<file path="src/rtl/alu_functional_unit_pkg.sv">
`default_nettype none
// ============================================================================
// Module      : alu_functional_unit_pkg
// Description : Shared ALU types: operand/tag widths, function codes and the
//               CDB broadcast packet consumed by RS wakeup, ROB and arbiter.
// Revision    : 1.0 - initial release
// ============================================================================
package alu_functional_unit_pkg;

    localparam int XLEN        = 32;
    localparam int ROB_TAG_LEN = 5;

    typedef enum logic [3:0] {
        ALU_ADD  = 4'h0,
        ALU_SUB  = 4'h1,
        ALU_AND  = 4'h2,
        ALU_OR   = 4'h3,
        ALU_XOR  = 4'h4,
        ALU_SLT  = 4'h5,
        ALU_SLTU = 4'h6,
        ALU_SLL  = 4'h7,
        ALU_SRL  = 4'h8,
        ALU_SRA  = 4'h9
    } ALU_FUNC;

    typedef struct packed {
        logic [ROB_TAG_LEN-1:0] tag;
        logic [XLEN-1:0]        value;
    } CDB_PACKET;

endpackage
`default_nettype wire

</file>
<file path="src/rtl/alu_functional_unit_if.sv">
`default_nettype none
// ============================================================================
// Module      : alu_functional_unit_if
// Description : Issue and CDB broadcast signals between RS/arbiter and the ALU
//               functional unit.
// Revision    : 1.0 - initial release
// ============================================================================
interface alu_functional_unit_if #(
    parameter int PTR_WIDTH = 2
);
    import alu_functional_unit_pkg::*;

    logic                   start;
    ALU_FUNC                func;
    logic [XLEN-1:0]        v1;
    logic [XLEN-1:0]        v2;
    logic [ROB_TAG_LEN-1:0] dst_tag;
    logic                   fu_ready;
    logic                   cdb_req;
    logic                   cdb_grant;
    logic [ROB_TAG_LEN-1:0] cdb_tag;
    logic [XLEN-1:0]        cdb_value;
    logic [PTR_WIDTH:0]     occupancy;

    modport master (
        output start, func, v1, v2, dst_tag, cdb_grant,
        input  fu_ready, cdb_req, cdb_tag, cdb_value, occupancy
    );

    modport slave (
        input  start, func, v1, v2, dst_tag, cdb_grant,
        output fu_ready, cdb_req, cdb_tag, cdb_value, occupancy
    );

endinterface
`default_nettype wire

</file>
<file path="src/rtl/alu_functional_unit_alu_core.sv">
`default_nettype none
// ============================================================================
// Module      : alu_core
// Description : Purely combinational integer ALU (func, a, b -> result),
//               shared by the integer functional units.
// Revision    : 1.0 - initial release
// ============================================================================
module alu_core
    import alu_functional_unit_pkg::*;
(
    input  ALU_FUNC         func,
    input  logic [XLEN-1:0] a,
    input  logic [XLEN-1:0] b,
    output logic [XLEN-1:0] result
);

    logic [4:0] w_shamt;

    assign w_shamt = b[4:0];

    always_comb begin
        result = '0;
        case (func)
            ALU_ADD:  result = a + b;
            ALU_SUB:  result = a - b;
            ALU_AND:  result = a & b;
            ALU_OR:   result = a | b;
            ALU_XOR:  result = a ^ b;
            ALU_SLT:  result = {{(XLEN-1){1'b0}}, ($signed(a) < $signed(b))};
            ALU_SLTU: result = {{(XLEN-1){1'b0}}, (a < b)};
            ALU_SLL:  result = a << w_shamt;
            ALU_SRL:  result = a >> w_shamt;
            ALU_SRA:  result = $signed(a) >>> w_shamt;
            // Unassigned encodings deliberately yield zero
            default:  result = '0;
        endcase
    end

endmodule
`default_nettype wire

</file>
<file path="src/rtl/alu_functional_unit.sv">
`default_nettype none
// ============================================================================
// Module      : alu_functional_unit
// Description : Integer ALU FU: registered execute stage E1 feeding an in-order
//               result buffer that broadcasts on the CDB when granted.
// Revision    : 1.0 - initial release
// ============================================================================
module alu_functional_unit
    import alu_functional_unit_pkg::*;
#(
    parameter int RESULT_DEPTH = 4,
    parameter int PTR_WIDTH    = $clog2(RESULT_DEPTH)
) (
    input  wire logic             clk,
    input  wire logic             reset,
    alu_functional_unit_if.slave  fu
);

    localparam logic [PTR_WIDTH+1:0] c_result_depth = (PTR_WIDTH+2)'(RESULT_DEPTH);

    logic                   r_e1_valid;
    ALU_FUNC                r_e1_func;
    logic [XLEN-1:0]        r_e1_v1;
    logic [XLEN-1:0]        r_e1_v2;
    logic [ROB_TAG_LEN-1:0] r_e1_tag;

    CDB_PACKET              r_buf [RESULT_DEPTH];
    logic [PTR_WIDTH-1:0]   r_head;
    logic [PTR_WIDTH-1:0]   r_tail;
    logic [PTR_WIDTH:0]     r_occupancy;

    logic [XLEN-1:0]        w_e1_result;
    logic [PTR_WIDTH+1:0]   w_credit_used;
    logic                   w_fu_ready;
    logic                   w_accept;
    logic                   w_enq;
    logic                   w_deq;
    logic                   w_cdb_req;
    CDB_PACKET              w_head;

    // Credit counts the E1 slot too, so E1 always has a buffer entry to land in
    // and a same-cycle dequeue is never relied upon.
    assign w_credit_used = {1'b0, r_occupancy} + {{(PTR_WIDTH+1){1'b0}}, r_e1_valid};
    assign w_fu_ready    = !reset && (w_credit_used < c_result_depth);
    assign w_accept      = fu.start && w_fu_ready;
    assign w_enq         = r_e1_valid;
    assign w_cdb_req     = (r_occupancy != '0);
    assign w_deq         = w_cdb_req && fu.cdb_grant;
    assign w_head        = w_cdb_req ? r_buf[r_head] : '0;

    alu_core u_alu_core (
        .func   (r_e1_func),
        .a      (r_e1_v1),
        .b      (r_e1_v2),
        .result (w_e1_result)
    );

    always_ff @(posedge clk) begin
        if (reset) begin
            r_e1_valid  <= 1'b0;
            r_head      <= '0;
            r_tail      <= '0;
            r_occupancy <= '0;
        end else begin
            r_e1_valid <= w_accept;
            if (w_enq) begin
                r_tail <= r_tail + PTR_WIDTH'(1);
            end
            if (w_deq) begin
                r_head <= r_head + PTR_WIDTH'(1);
            end
            case ({w_enq, w_deq})
                2'b10:   r_occupancy <= r_occupancy + (PTR_WIDTH+1)'(1);
                2'b01:   r_occupancy <= r_occupancy - (PTR_WIDTH+1)'(1);
                default: r_occupancy <= r_occupancy;
            endcase
        end
    end

    // Payload registers need no reset: validity lives in r_e1_valid/r_occupancy
    always_ff @(posedge clk) begin
        if (w_accept) begin
            r_e1_func <= fu.func;
            r_e1_v1   <= fu.v1;
            r_e1_v2   <= fu.v2;
            r_e1_tag  <= fu.dst_tag;
        end
        if (w_enq) begin
            r_buf[r_tail] <= '{tag: r_e1_tag, value: w_e1_result};
        end
    end

    assign fu.fu_ready  = w_fu_ready;
    assign fu.cdb_req   = w_cdb_req;
    assign fu.cdb_tag   = w_head.tag;
    assign fu.cdb_value = w_head.value;
    assign fu.occupancy = r_occupancy;

endmodule
`default_nettype wire

</file>
<file path="src/flat_wrapper.sv">
// flat-port wrapper written by rule: the top's interface ports become plain ports
module alu_functional_unit_flat import alu_functional_unit_pkg::*;
#(
    parameter int RESULT_DEPTH = 4,
    parameter int PTR_WIDTH    = $clog2(RESULT_DEPTH)
)
  (clk, reset, fu_start, fu_func, fu_v1, fu_v2, fu_dst_tag, fu_cdb_grant, fu_fu_ready, fu_cdb_req, fu_cdb_tag, fu_cdb_value, fu_occupancy);
  alu_functional_unit_if #(.PTR_WIDTH(PTR_WIDTH)) fu_i ();
  input  wire logic clk;
  input  wire logic reset;
  input wire logic [$bits(fu_i.start)-1:0] fu_start;
  input wire logic [$bits(fu_i.func)-1:0] fu_func;
  input wire logic [$bits(fu_i.v1)-1:0] fu_v1;
  input wire logic [$bits(fu_i.v2)-1:0] fu_v2;
  input wire logic [$bits(fu_i.dst_tag)-1:0] fu_dst_tag;
  input wire logic [$bits(fu_i.cdb_grant)-1:0] fu_cdb_grant;
  output wire logic [$bits(fu_i.fu_ready)-1:0] fu_fu_ready;
  output wire logic [$bits(fu_i.cdb_req)-1:0] fu_cdb_req;
  output wire logic [$bits(fu_i.cdb_tag)-1:0] fu_cdb_tag;
  output wire logic [$bits(fu_i.cdb_value)-1:0] fu_cdb_value;
  output wire logic [$bits(fu_i.occupancy)-1:0] fu_occupancy;
  assign fu_i.start = fu_start;
  assign fu_i.func = fu_func;
  assign fu_i.v1 = fu_v1;
  assign fu_i.v2 = fu_v2;
  assign fu_i.dst_tag = fu_dst_tag;
  assign fu_i.cdb_grant = fu_cdb_grant;
  assign fu_fu_ready = fu_i.fu_ready;
  assign fu_cdb_req = fu_i.cdb_req;
  assign fu_cdb_tag = fu_i.cdb_tag;
  assign fu_cdb_value = fu_i.cdb_value;
  assign fu_occupancy = fu_i.occupancy;
  alu_functional_unit #(.RESULT_DEPTH(RESULT_DEPTH), .PTR_WIDTH(PTR_WIDTH)) u_core (.clk(clk), .reset(reset), .fu(fu_i));
endmodule
</file>
<file path="config.mk">
export PLATFORM = sky130hd
export DESIGN_NAME = alu_functional_unit_flat
export DESIGN_NICKNAME = d
export VERILOG_FILES = /design/src/rtl/alu_functional_unit_pkg.sv /design/src/rtl/alu_functional_unit_if.sv /design/src/rtl/alu_functional_unit_alu_core.sv /design/src/rtl/alu_functional_unit.sv /design/src/flat_wrapper.sv
export SDC_FILE = /design/constraint.sdc
export NUM_CORES = 1
export LEC_CHECK = 0
export CORE_ASPECT_RATIO = 0.9
export CORE_MARGIN = 4
export CORE_UTILIZATION = 25
export CTS_BUF_LIST = sky130_fd_sc_hd__clkbuf_4 sky130_fd_sc_hd__clkbuf_8 sky130_fd_sc_hd__clkbuf_16
export DETAILED_ROUTE_END_ITERATION = 12
export RECOVER_POWER = 50
export SYNTH_ARGS = -nofsm -noshare
export SYNTH_HDL_FRONTEND = slang
export SYNTH_SLANG_ARGS = --single-unit
</file>
<file path="constraint.sdc">
create_clock -name clk -period 10.5 [get_ports clk]
set_clock_uncertainty 0.2 [all_clocks]
set_input_delay 2.1 -clock clk [delete_from_list [all_inputs] [get_ports clk]]
set_output_delay 2.1 -clock clk [all_outputs]
set_load 0.01 [all_outputs]
</file>
# Yosys cells after proc, flatten, opt, wreduce, memory -nomap -nowiden
# Memory sizes are Yosys's and may differ from the RTL's. A register that Yosys moved wholly into a read port is not among the register bits.
# Cells that the tools add are included.
[totals]
mem_bits_rw = 148
input_bits = 77
memories = 1
out_inout_bits = 42
ff_bits = 81
elab_cells = 50
[memory_table]
columns = ["name", "words", "width", "rd", "rd_clocked_by_memory_dff", "write_ports", "line_no", "rtl"]
rows = [
  ["u_core.r_buf", 4, 37, 1, 1, 1, "alu_functional_unit.sv:27", "CDB_PACKET r_buf [RESULT_DEPTH];"],
]
[classes]
magnitude_cmp = 3
muxes = 7
shifts = 3
eq_ne = 11
bitwise = 3
add_sub_neg = 7
n_reduce_logical = 7
[op_table]
columns = ["operator", "n"]
rows = [
  ["$pmux W32 S10", 1],
  ["$lt A32 B32 Y1", 2],
  ["$mux W37", 1],
  ["$add A32 B32 Y32", 1],
  ["$and A32 B32 Y32", 1],
  ["$or A32 B32 Y32", 1],
  ["$shl A32 B5 Y32", 1],
  ["$shr A32 B5 Y32", 1],
  ["$sshr A32 B5 Y32", 1],
  ["$sub A32 B32 Y32", 1],
  ["$xor A32 B32 Y32", 1],
  ["$eq A4 B3 Y1 const B", 4],
  ["$eq A4 B2 Y1 const B", 2],
  ["$eq A4 B4 Y1 const B", 2],
  ["$pmux W3 S2", 1],
  ["$add A2 B1 Y2 const B", 2],
  ["$add A3 B1 Y4", 1],
  ["$eq A4 B1 Y1 const B", 1],
  ["$logic_not A4 Y1", 1],
  ["$lt A4 B3 Y1 const B", 1],
  ["$mux W2", 2],
  ["$add A3 B1 Y3 const B", 1],
  ["$logic_and A1 B1 Y1", 3],
  ["$reduce_bool A3 Y1", 1],
  ["other kinds (6)", 7],
]

# Longest topological paths before layout
# Gate-level depths: netlist (run 1).
[logic_depth]
depth_word = 4
ltp_mapped = 16
mapped_depth_nobuf = 12

# By module
# Synthesis (run 1) repeated with hierarchy kept, for this count alone.
[unflattened]
hier_cells = 1687
hier_area_um2 = 16736.1
[by_module_without_submodules]
columns = ["module", "cells_each", "seq_area_each_um2", "area_each_um2", "n_inst"]
rows = [
  ["alu_core", 1325, 0.0, 8456.9, 1],
  ["alu_functional_unit", 362, 6836.6, 8279.2, 1],
]

# Least setup slack after synthesis (run 1)
# Ideal clock, no wire load.
[synth_timing]
path_type = "input-to-reg"
startpoint = "input port reset"
endpoint = "register u_core.r_e1_func[0], enable pin"
path_stages = 3
n_path_buf = 1
arrival_time_ns = 4.509
required_time_ns = 9.861
setup_ns = 0.439
path_slack_ns = 5.352
path_cell_list = "clkbuf_1 > a311oi_1 > and2_1"
[synth_between]
elab_chain_len = 3
[synth_lines]
columns = ["item", "line_no", "rtl"]
rows = [
  ["from (decl)", "flat_wrapper.sv:10", "input wire logic reset;"],
  ["$logic_not A1 Y1", "alu_functional_unit.sv:44", "assign w_fu_ready = !reset && (w_credit_used < c_result_depth);"],
  ["$logic_and A1 B1 Y1", "alu_functional_unit.sv:44", ""],
  ["net fu_fu_ready", "flat_wrapper.sv:17", "output wire logic [$bits(fu_i.fu_ready)-1:0] fu_fu_ready;"],
  ["$logic_and A1 B1 Y1", "alu_functional_unit.sv:45", "assign w_accept = fu.start && w_fu_ready;"],
  ["net u_core.w_accept", "alu_functional_unit.sv:35", "logic w_accept;"],
  ["to (signal assigned)", "alu_functional_unit.sv:83", "r_e1_func <= fu.func;"],
  ["to (decl)", "alu_functional_unit.sv:22", "ALU_FUNC r_e1_func;"],
]
# The timed path passes the listed nets, and every way through them passes these cells.
# A chain may end at the register's enable or synchronous reset.

# Worst setup path after layout (run 1)
[layout_timing]
startpoint = "input port reset"
endpoint = "output port fu_fu_ready"
[layout_between]
elab_chain_len = 2
[layout_lines]
columns = ["item", "line_no"]
rows = [
  ["$logic_not A1 Y1", "alu_functional_unit.sv:44"],
  ["$logic_and A1 B1 Y1", "alu_functional_unit.sv:44"],
  ["to (decl)", "flat_wrapper.sv:17"],
]
# No other way between the ends.

==> flow_metrics.env, run 1 <==
export IMPL_cp_data_required_time_ns=8.20
export IMPL_fp_row_count=90
export IMPL_cts_htree_levels=1
export IMPL_via_count=13981
export IMPL_clk_pin_slew_worst_paths_ns=0.06
export IMPL_grt_pass1_vias=13483
export IMPL_use_met2=0.2404
export IMPL_cts_tree="done"
export IMPL_crit_arrival_ns=3.73
export IMPL_yosysTopAreaCellShare=0.3904
export IMPL_p_per_area_nw_per_um2=163.4
export IMPL_finalHoldViolCount=0
export IMPL_gr_max_usage_layer="met2"
export IMPL_r2r_start="u_core.r_e1_v2[2]"
export IMPL_fin_crit_ns=6.028
export IMPL_die_h_um=255.4
export IMPL_synth_area_per_cell_um2=10.07
export IMPL_drive_above_1_share=0.1074
export IMPL_yosys_warnings=0
export IMPL_timing_hold_ws_ns=0.3026
export IMPL_hold_depth=0
export IMPL_power_leakage_nw=7.114
export IMPL_ys_seq_area_frac=0.4021
export IMPL_worstHoldEndpoint="u_core.r_buf[3][33]"
export IMPL_clock_path_buffers=3
export IMPL_violations="max-capacitance violations, max-slew violations"
export IMPL_clock_sinks=231
export IMPL_dr_first_iter_drc_count=1423
export IMPL_synth_main_ff_cell="edfxtp_1"
export IMPL_rsz0062_at_grt="no"
export IMPL_final_cells=2635
export IMPL_tns_ns=0
export IMPL_core_area_um2=67230
export IMPL_totalWireLength_um=61690
export IMPL_vias_per_cell=5.306
export IMPL_wl_per_cell_um=23.41
export IMPL_synth_edf_count=221
export IMPL_cp_end_kind="primary output"
export IMPL_ff2ff_path_depth=12
export IMPL_netlist_top_cells_area="edfxtp_1, mux4_2, ha_1"
export IMPL_hpwl_um=45480
export IMPL_drc=0
export IMPL_initial_core_util=0.2529
export IMPL_clock_fmax_ghz=0.1659
export IMPL_dieWidth_um=282.9
export IMPL_nNetsFinal=1926
export IMPL_die_area_um2=72240
export IMPL_grt_pass1_wl_um=89650
export IMPL_final_common_cell="edfxtp_1"
export IMPL_synthToLayoutAreaGrowth_pct=16.07
export IMPL_ctsResizeCount=0
export IMPL_synthCells=1689
export IMPL_grt_max_degree=74
export IMPL_grt_ovfl_total=0
export IMPL_synth_async_reset_ratio=0
export IMPL_setup_viol=0
export IMPL_slew_limit_headroom=-1.016
export IMPL_critPathMaxFanout=9
export IMPL_hold_buffers=0
export IMPL_max_cap_viol_count=4
export IMPL_worstSetupStartpointType="input port"
export IMPL_grt_util_met3=0.05094
export IMPL_rrSetupSlack_ns=5.32
export IMPL_grt_usage=0.1641
export IMPL_ant_nets=0
export IMPL_ys_types=93
export IMPL_cts_root_buf="clkbuf_16"
export IMPL_tightest_slew_ns=3.022
export IMPL_syn_area_um2=17000
export IMPL_path_class="input port to primary output"
export IMPL_hold_path_class="flip-flop to flip-flop"
export IMPL_fin_crit_sh=0.5740
export IMPL_place_inst=2588
export IMPL_final_core_util=0.2935
export IMPL_irDropWorstVdd_mv=0.1039
export IMPL_antenna_found_initial=4
export IMPL_grt_use_met1=0.2362
export IMPL_port_buffers=118
export IMPL_place_gp_congestion=0.9740
export IMPL_ios=119
export IMPL_syn_nets=1872
export IMPL_drt_first_pass_iters=5
export IMPL_r2r_end="u_core.r_buf[1][30]"
export IMPL_status="finished with violations"
export IMPL_slew_violations=152
export IMPL_clock_latency_ns=0.59
export IMPL_postCtsSetupBuffers=0
export IMPL_yosysTopAreaCell="edfxtp_1"
export IMPL_synth_seq_cells=231
export IMPL_min_from="u_core.r_e1_tag[1]"
export IMPL_power_mw=3.223
export IMPL_cts_buffers=26
export IMPL_final_cell_mix="edfxtp_1, nor2_1, nand2_1"
power by group:
group	switching, mW	leakage, nW	internal [mW]	total (mW)
Clock	0.384	0.403	0.492	0.876
Combinational	0.678	4.59	0.510	1.19
Sequential	0.0581	2.13	1.10	1.16
state kept, by name (all words and copies together) (netlist names), named ones only:
signal,count
u_core.r_buf,148
u_core.r_head,2
u_core.r_tail,2
u_core.r_e1_tag,5
u_core.r_e1_v2,32
u_core.fu.occupancy,3
u_core.r_e1_func,4
u_core.r_e1_v1,32
u_core.r_e1_valid,1
per-stage QoR:
step | instance area (um2) | setup WS, ns
6_report | 19730 | 4.472
3_3_place_gp | 18920 | 4.538
3_5_place_dp | 18920 | 4.545
2_1_floorplan | 17000 | 5.352
5_1_grt | 19730 | 4.318
4_1_cts | 19730 | 4.535
cell usage after synthesis (11+ instances only):
| cell | instances |
|---|---|
| buf_2 | 26 |
| o31ai_1 | 16 |
| a22oi_1 | 15 |
| o211ai_1 | 20 |
| mux4_2 | 58 |
| nor3_1 | 28 |
| a211oi_1 | 23 |
| clkbuf_1 | 56 |
| mux2i_1 | 59 |
| edfxtp_1 | 221 |
| o221ai_1 | 12 |
| a31oi_1 | 13 |
| a21o_1 | 16 |
| mux2_2 | 17 |
| nand3_1 | 14 |
| o21ai_1 | 16 |
| xnor2_1 | 27 |
| o21ai_0 | 111 |
| buf_4 | 12 |
| inv_1 | 97 |
| and2_1 | 51 |
| o21bai_1 | 11 |
| ha_1 | 103 |
| nand2b_1 | 15 |
| buf_1 | 16 |
| nand2_1 | 146 |
| nor2_1 | 160 |
| a21oi_1 | 126 |
worst max-delay path: stages:
cell             delay, ns
dlygate4sd3_1         0.66
a311oi_1              0.35
clkdlybuf4s50_1       0.61
kinds of logic after synthesis:
group           synth area share
simple gates              0.1308
flops                     0.4021
mux                       0.1284
buf+inv                  0.05446
compound gates            0.1889
fa+ha+maj                0.07934
xor+xnor                 0.01597
per-layer routing:
metal | vias up | part of all wire
met1 | 6871 | 0.44
met4 | 8 | 0.024
met2 | 663 | 0.43
met5 | - | 0.00088
met3 | 78 | 0.11
li1 | 6361 | -
area by class of cell:
cell class                      instances  area (um2)
Timing Repair Buffer                  140        1344
Clock buffer                           30       680.7
Tap cell                              874        1094
Antenna cell                            1       2.502
Multi-Input combinational cell       1240        9251
Inverter                              104       390.4
Fill cell                            6919       47500
Clock inverter                         15       131.4
Sequential cell                       231        6838
worst max-delay path by stage:
stage,start,cells past startpoint,slack (ns),endpoint
final,reset,3,4.47,fu_fu_ready
after CTS,reset,3,4.53,fu_fu_ready
after global placement,reset,3,4.54,fu_fu_ready
after floorplan,reset,3,5.35,u_core.r_e1_func[0]
after global routing,reset,3,4.32,fu_fu_ready
after detailed placement,reset,3,4.54,fu_fu_ready
No activity file was read; power rests on OpenSTA's default activity.
==> inputs of run 2 (changes only) <==
- clock period: 10.5 -> 5.06 ns (I/O delays scaled with it)
==> flow_metrics.env, run 2 (synthesis results as in run 1) <==
export IMPL_n_antenna_cell=0
export IMPL_grt_pass1_wl_um=92230
export IMPL_grt_max_degree=72
export IMPL_die_h_um=255.4
export IMPL_fp_row_count=90
export IMPL_worst_slack_ns=0.8716
export IMPL_finalHoldViolCount=0
export IMPL_cts_htree_levels=1
export IMPL_fin_crit_ns=4.188
export IMPL_final_common_cell="edfxtp_1"
export IMPL_clock_path_buffers=3
export IMPL_gr_max_usage_layer="met2"
export IMPL_synthToLayoutAreaGrowth_pct=17.28
export IMPL_grt_usage=0.1703
export IMPL_port_buffers=118
export IMPL_fin_crit_sh=0.8277
export IMPL_cts_root_buf="clkbuf_16"
export IMPL_wl_per_cell_um=24.10
export IMPL_nNetsFinal=1944
export IMPL_crit_arrival_ns=4.26
export IMPL_tns_ns=0
export IMPL_worstSetupStartpointType="flip-flop"
export IMPL_slew_limit_headroom=-0.8951
export IMPL_path_class="flip-flop to flip-flop"
export IMPL_top_register="u_core.r_buf"
export IMPL_clock_fmax_ghz=0.2388
export IMPL_status="finished with violations"
export IMPL_grt_pass1_vias=13582
export IMPL_postCtsSetupBuffers=0
export IMPL_drive_above_1_share=0.1158
export IMPL_irDropWorstVdd_mv=0.1946
export IMPL_rsz0062_at_grt="no"
export IMPL_drt_first_pass_iters=7
export IMPL_tightest_slew_ns=2.841
export IMPL_crit_buf_inv=1
export IMPL_hold_buffers=0
export IMPL_clock_latency_ns=0.58
export IMPL_grt_ovfl_total=0
export IMPL_power_leakage_nw=7.218
export IMPL_drc=0
export IMPL_die_area_um2=72240
export IMPL_largest_reg_flops=148
export IMPL_critPathMaxStageDelay_ns=0.53
export IMPL_via_count=14170
export IMPL_cp_data_required_time_ns=5.14
export IMPL_critPathMaxFanout=9
export IMPL_max_cap_viol_count=4
export IMPL_cts_buffers=25
export IMPL_initial_core_util=0.2529
export IMPL_hpwl_um=48210
export IMPL_ant_nets=0
export IMPL_use_met2=0.2545
export IMPL_crit_chain="inv_1, ha_1, o21ba_2, or4_4, a21oi_1, o31ai_2, a21bo_1, o311ai_2, mux2i_1, xnor2_1, o2111ai_1"
export IMPL_slew_violations=152
export IMPL_violations="max-capacitance violations, max-slew violations"
export IMPL_p_per_area_nw_per_um2=340.1
export IMPL_reg_top3="u_core.r_buf x148, u_core.r_e1_v1 x32, u_core.r_e1_v2 x32"
export IMPL_final_cell_mix="edfxtp_1, nor2_1, nand2_1"
export IMPL_ctsResizeCount=0
export IMPL_path_delay_family="compound AO/OA/AOI/OAI gates"
export IMPL_place_gp_congestion=0.9840
export IMPL_setup_viol=0
export IMPL_clk_pin_slew_worst_paths_ns=0.06
export IMPL_grt_use_met1=0.2487
export IMPL_ios=119
export IMPL_cp_end_kind="flip-flop"
export IMPL_core_area_um2=67230
export IMPL_grt_util_met3=0.04090
export IMPL_hold_path_class="flip-flop to flip-flop"
export IMPL_critPathSlowestCell="edfxtp_1"
export IMPL_antenna_found_initial=5
export IMPL_post_place_ws_ns=0.9540
export IMPL_totalWireLength_um=63930
export IMPL_vias_per_cell=5.341
export IMPL_dr_first_iter_drc_count=1348
export IMPL_dieWidth_um=282.9
export IMPL_clock_sinks=231
export IMPL_cts_tree="done"
[run 2: cell count changes in the layout (fill, tap and decap cells not counted), moves of 2 or more]
cell,before,now
buf_12,0,4
buf_4,21,36
clkbuf_4,4,7
clkinv_2,4,0
clkinvlp_4,1,3
[run 2: final cells by class]
class | count | area, um2
inverters | 104 | 390.4
clock inverters | 13 | 151.4
fillers | 6935 | 47290
well taps | 874 | 1094
multi-input cells | 1240 | 9251
repair buffers | 159 | 1535
clock buffers | 32 | 678.2
flip-flops and latches | 231 | 6838
[run 2: path summary, 6_finish.rpt]
check / start / end / slack, ns / cells after the start
worst max-delay path: u_core.r_e1_v2[1] / u_core.r_buf[2][27] / 0.87 / 11
worst min-delay path: u_core.r_e1_tag[3] / u_core.r_buf[1][35] / 0.30 / 0
worst max register to register: u_core.r_e1_v2[1] / u_core.r_buf[2][27] / 0.87 / 11
worst min register to register: u_core.r_e1_tag[3] / u_core.r_buf[1][35] / 0.30 / 0
[run 2: routing by layer]
metal / vias to the layer above / part of all wire
li1: 6421 / -
met1: 6973 / 0.45
met3: 89 / 0.093
met2: 679 / 0.43
met4: 8 / 0.026
met5: - / 0.00099
[run 2: per-stage QoR]
stage / area [um2] / power, mW / cells / hold WS, ns / util
4_1_cts: 19950 / 6.866 / 2653 / 0.2974 / 0.2967
2_1_floorplan: 17000 / 3.947 / 1689 / 0.2587 / -
3_5_place_dp: 19120 / 4.975 / 2608 / 0.2845 / 0.2844
6_report: 19940 / 6.782 / 2653 / 0.3033 / 0.2966
5_1_grt: 19940 / 7.147 / 2653 / 0.3194 / 0.2966
3_3_place_gp: 19120 / 4.964 / 2608 / 0.2669 / 0.2844
[run 2: worst register-to-register path: cells and delay by family (launching register included)]
| kind | cells | cell delay (ns) |
|---|---|---|
| simple gates | 1 | 0.43 |
| buf+inv | 1 | 0.35 |
| xor+xnor | 1 | 0.15 |
| flops | 1 | 0.53 |
| mux | 1 | 0.16 |
| fa+ha+maj | 1 | 0.33 |
| compound gates | 6 | 1.74 |
[run 2: power by group]
group	switching [mW]	internal (mW)	total, mW	leakage [nW]
combinational	1.41	1.08	2.50	4.69
sequential	0.143	2.29	2.43	2.13
clock	0.793	1.06	1.86	0.402
==> inputs of run 3 (changes only) <==
- clock period: 5.06 -> 4.35 ns (I/O delays scaled with it)
==> flow_metrics.env, run 3 (synthesis results as in run 1) <==
export IMPL_status="finished with violations"
export IMPL_violations="max-capacitance violations, max-slew violations"
export IMPL_max_cap_viol_count=4
export IMPL_stdcell_area_um2=20220
export IMPL_final_cell_mix="edfxtp_1, nor2_1, nand2_1"
export IMPL_dr_first_iter_drc_count=1650
export IMPL_crit_chain="inv_1, ha_1, o21ba_2, or4_4, a21oi_1, o31ai_2, a21bo_1, o311ai_2, mux2i_1, xnor2_1, o2111ai_1"
export IMPL_drt_first_pass_iters=6
export IMPL_hpwl_um=49480
export IMPL_grt_pass1_wl_um=95790
export IMPL_fin_crit_sh=0.9271
export IMPL_tightest_slew_ns=2.923
export IMPL_cts_htree_levels=1
export IMPL_dieWidth_um=282.9
export IMPL_reg_top3="u_core.r_buf x148, u_core.r_e1_v1 x32, u_core.r_e1_v2 x32"
export IMPL_dpl_cell_area_um2=19340
export IMPL_ant_nets=0
export IMPL_hold_path_class="flip-flop to flip-flop"
export IMPL_critPathSlowestCell="edfxtp_1"
export IMPL_rsz0062_at_grt="no"
export IMPL_post_place_ws_ns=0.4088
export IMPL_power_mw=8.078
export IMPL_synthToLayoutAreaGrowth_pct=18.91
export IMPL_critPathMaxFanout=9
export IMPL_final_core_util=0.3007
export IMPL_rrSetupSlack_ns=0.32
export IMPL_clk_pin_slew_worst_paths_ns=0.06
export IMPL_top_register="u_core.r_buf"
export IMPL_irDropWorstVdd_mv=0.2973
export IMPL_swShare=0.3507
export IMPL_worstSetupStartpointType="flip-flop"
export IMPL_tns_ns=0
export IMPL_path_class="flip-flop to flip-flop"
export IMPL_n_antenna_cell=0
export IMPL_drc=0
export IMPL_power_internal_mw=5.245
export IMPL_final_common_cell="edfxtp_1"
export IMPL_place_inst=2635
export IMPL_min_from="u_core.r_e1_tag[2]"
export IMPL_ctsResizeCount=0
export IMPL_ff2ff_path_depth=11
export IMPL_gr_max_usage_layer="met1"
export IMPL_clock_fmax_ghz=0.2480
export IMPL_crit_arrival_ns=4.16
export IMPL_use_met2=0.2613
export IMPL_drive_above_1_share=0.1309
export IMPL_cp_end_kind="flip-flop"
export IMPL_core_area_um2=67230
export IMPL_slew_violations=152
export IMPL_p_per_area_nw_per_um2=399.6
export IMPL_place_gp_congestion=0.9706
export IMPL_hold_depth=0
export IMPL_largest_reg_flops=148
export IMPL_cts_root_buf="clkbuf_16"
export IMPL_combPwrFrac=0.370
export IMPL_die_h_um=255.4
export IMPL_p_seq_frac=0.347
export IMPL_totalWireLength_um=65630
export IMPL_power_leakage_nw=7.398
export IMPL_port_buffers=118
export IMPL_grt_use_met1=0.2661
export IMPL_cts_buffers=27
export IMPL_clock_path_buffers=3
export IMPL_initial_core_util=0.2529
export IMPL_die_area_um2=72240
export IMPL_grt_max_degree=79
export IMPL_timing_hold_ws_ns=0.2980
export IMPL_critPathMaxStageDelay_ns=0.52
export IMPL_nNetsFinal=1973
export IMPL_cp_data_required_time_ns=4.48
export IMPL_postCtsSetupBuffers=0
export IMPL_fp_row_count=90
export IMPL_antenna_found_initial=1
export IMPL_ios=119
export IMPL_worstHoldEndpoint="u_core.r_buf[2][34]"
export IMPL_clock_sinks=231
export IMPL_final_cells=2685
export IMPL_fin_crit_ns=4.033
export IMPL_clock_latency_ns=0.60
export IMPL_r2r_start="u_core.r_e1_v2[1]"
export IMPL_clockPowerShare=0.283
export IMPL_grt_ovfl_total=0
export IMPL_switching_power_mw=2.833
export IMPL_slew_limit_headroom=-0.9486
export IMPL_finalHoldViolCount=0
export IMPL_worst_slack_ns=0.3171
export IMPL_grt_pass1_vias=13957
export IMPL_grt_usage=0.1757
export IMPL_cts_tree="done"
export IMPL_hold_buffers=0
export IMPL_setup_viol=0
export IMPL_vias_per_cell=5.333
export IMPL_r2r_end="u_core.r_buf[1][27]"
export IMPL_grt_util_met3=0.03031
export IMPL_via_count=14318
export IMPL_wl_per_cell_um=24.44
-- run 3: cell count changes in the layout (fill, tap and decap cells not counted), sizes merged --
cell | previous run | this run
clkinvlp | 3 | 1
clkinv | 8 | 17
buf | 40 | 68
clkbuf | 33 | 29
inv | 104 | 105
-- run 3: final cells by class --
type	count	area, um2
fill	6918	47010
timing repair buffer	186	1767
tap	874	1094
clock inverter	21	190.2
clock buffer	29	690.7
inverter	104	390.4
multi-input combinational	1240	9246
sequential	231	6838
-- run 3: worst max-delay path by stage --
stage                      startpoint                  end  slack, ns
finish              u_core.r_e1_v2[1]  u_core.r_buf[1][27]       0.32
global route        u_core.r_e1_v1[3]  u_core.r_buf[3][29]       0.11
CTS                 u_core.r_e1_v2[1]  u_core.r_buf[2][27]       0.33
detailed placement  u_core.r_e1_v2[1]  u_core.r_buf[3][27]       0.41
global placement    u_core.r_e1_v2[1]  u_core.r_buf[0][26]       0.47
floorplan           u_core.r_e1_v2[2]  u_core.r_buf[0][27]       0.21
-- run 3: critical path: cells and delay by family, from the launching register on --
family | cells | cell delay [ns]
AND/OR/NAND/NOR | 1 | 0.44
flip-flops | 1 | 0.52
adder cells (fa/ha/maj) | 1 | 0.33
AO/OA/AOI/OAI | 6 | 1.63
XOR/XNOR | 1 | 0.14
buffers and inverters | 1 | 0.34
multiplexers | 1 | 0.15
-- run 3: per-layer routing --
metal,up-vias,routed length [um]
met4,0,1632
met5,-,0
met2,695,28160
li1,6477,-
met1,7062,29810
met3,84,6027
-- run 3: power groups by stage --
stage	combinational (mW)	clock, mW	sequential (mW)
finish	2.99	2.29	2.80
global route	3.23	2.45	2.82
CTS	3.01	2.36	2.80
detailed placement	3.00	0	2.84
floorplan	1.82	0	2.77
global placement	2.99	0	2.84
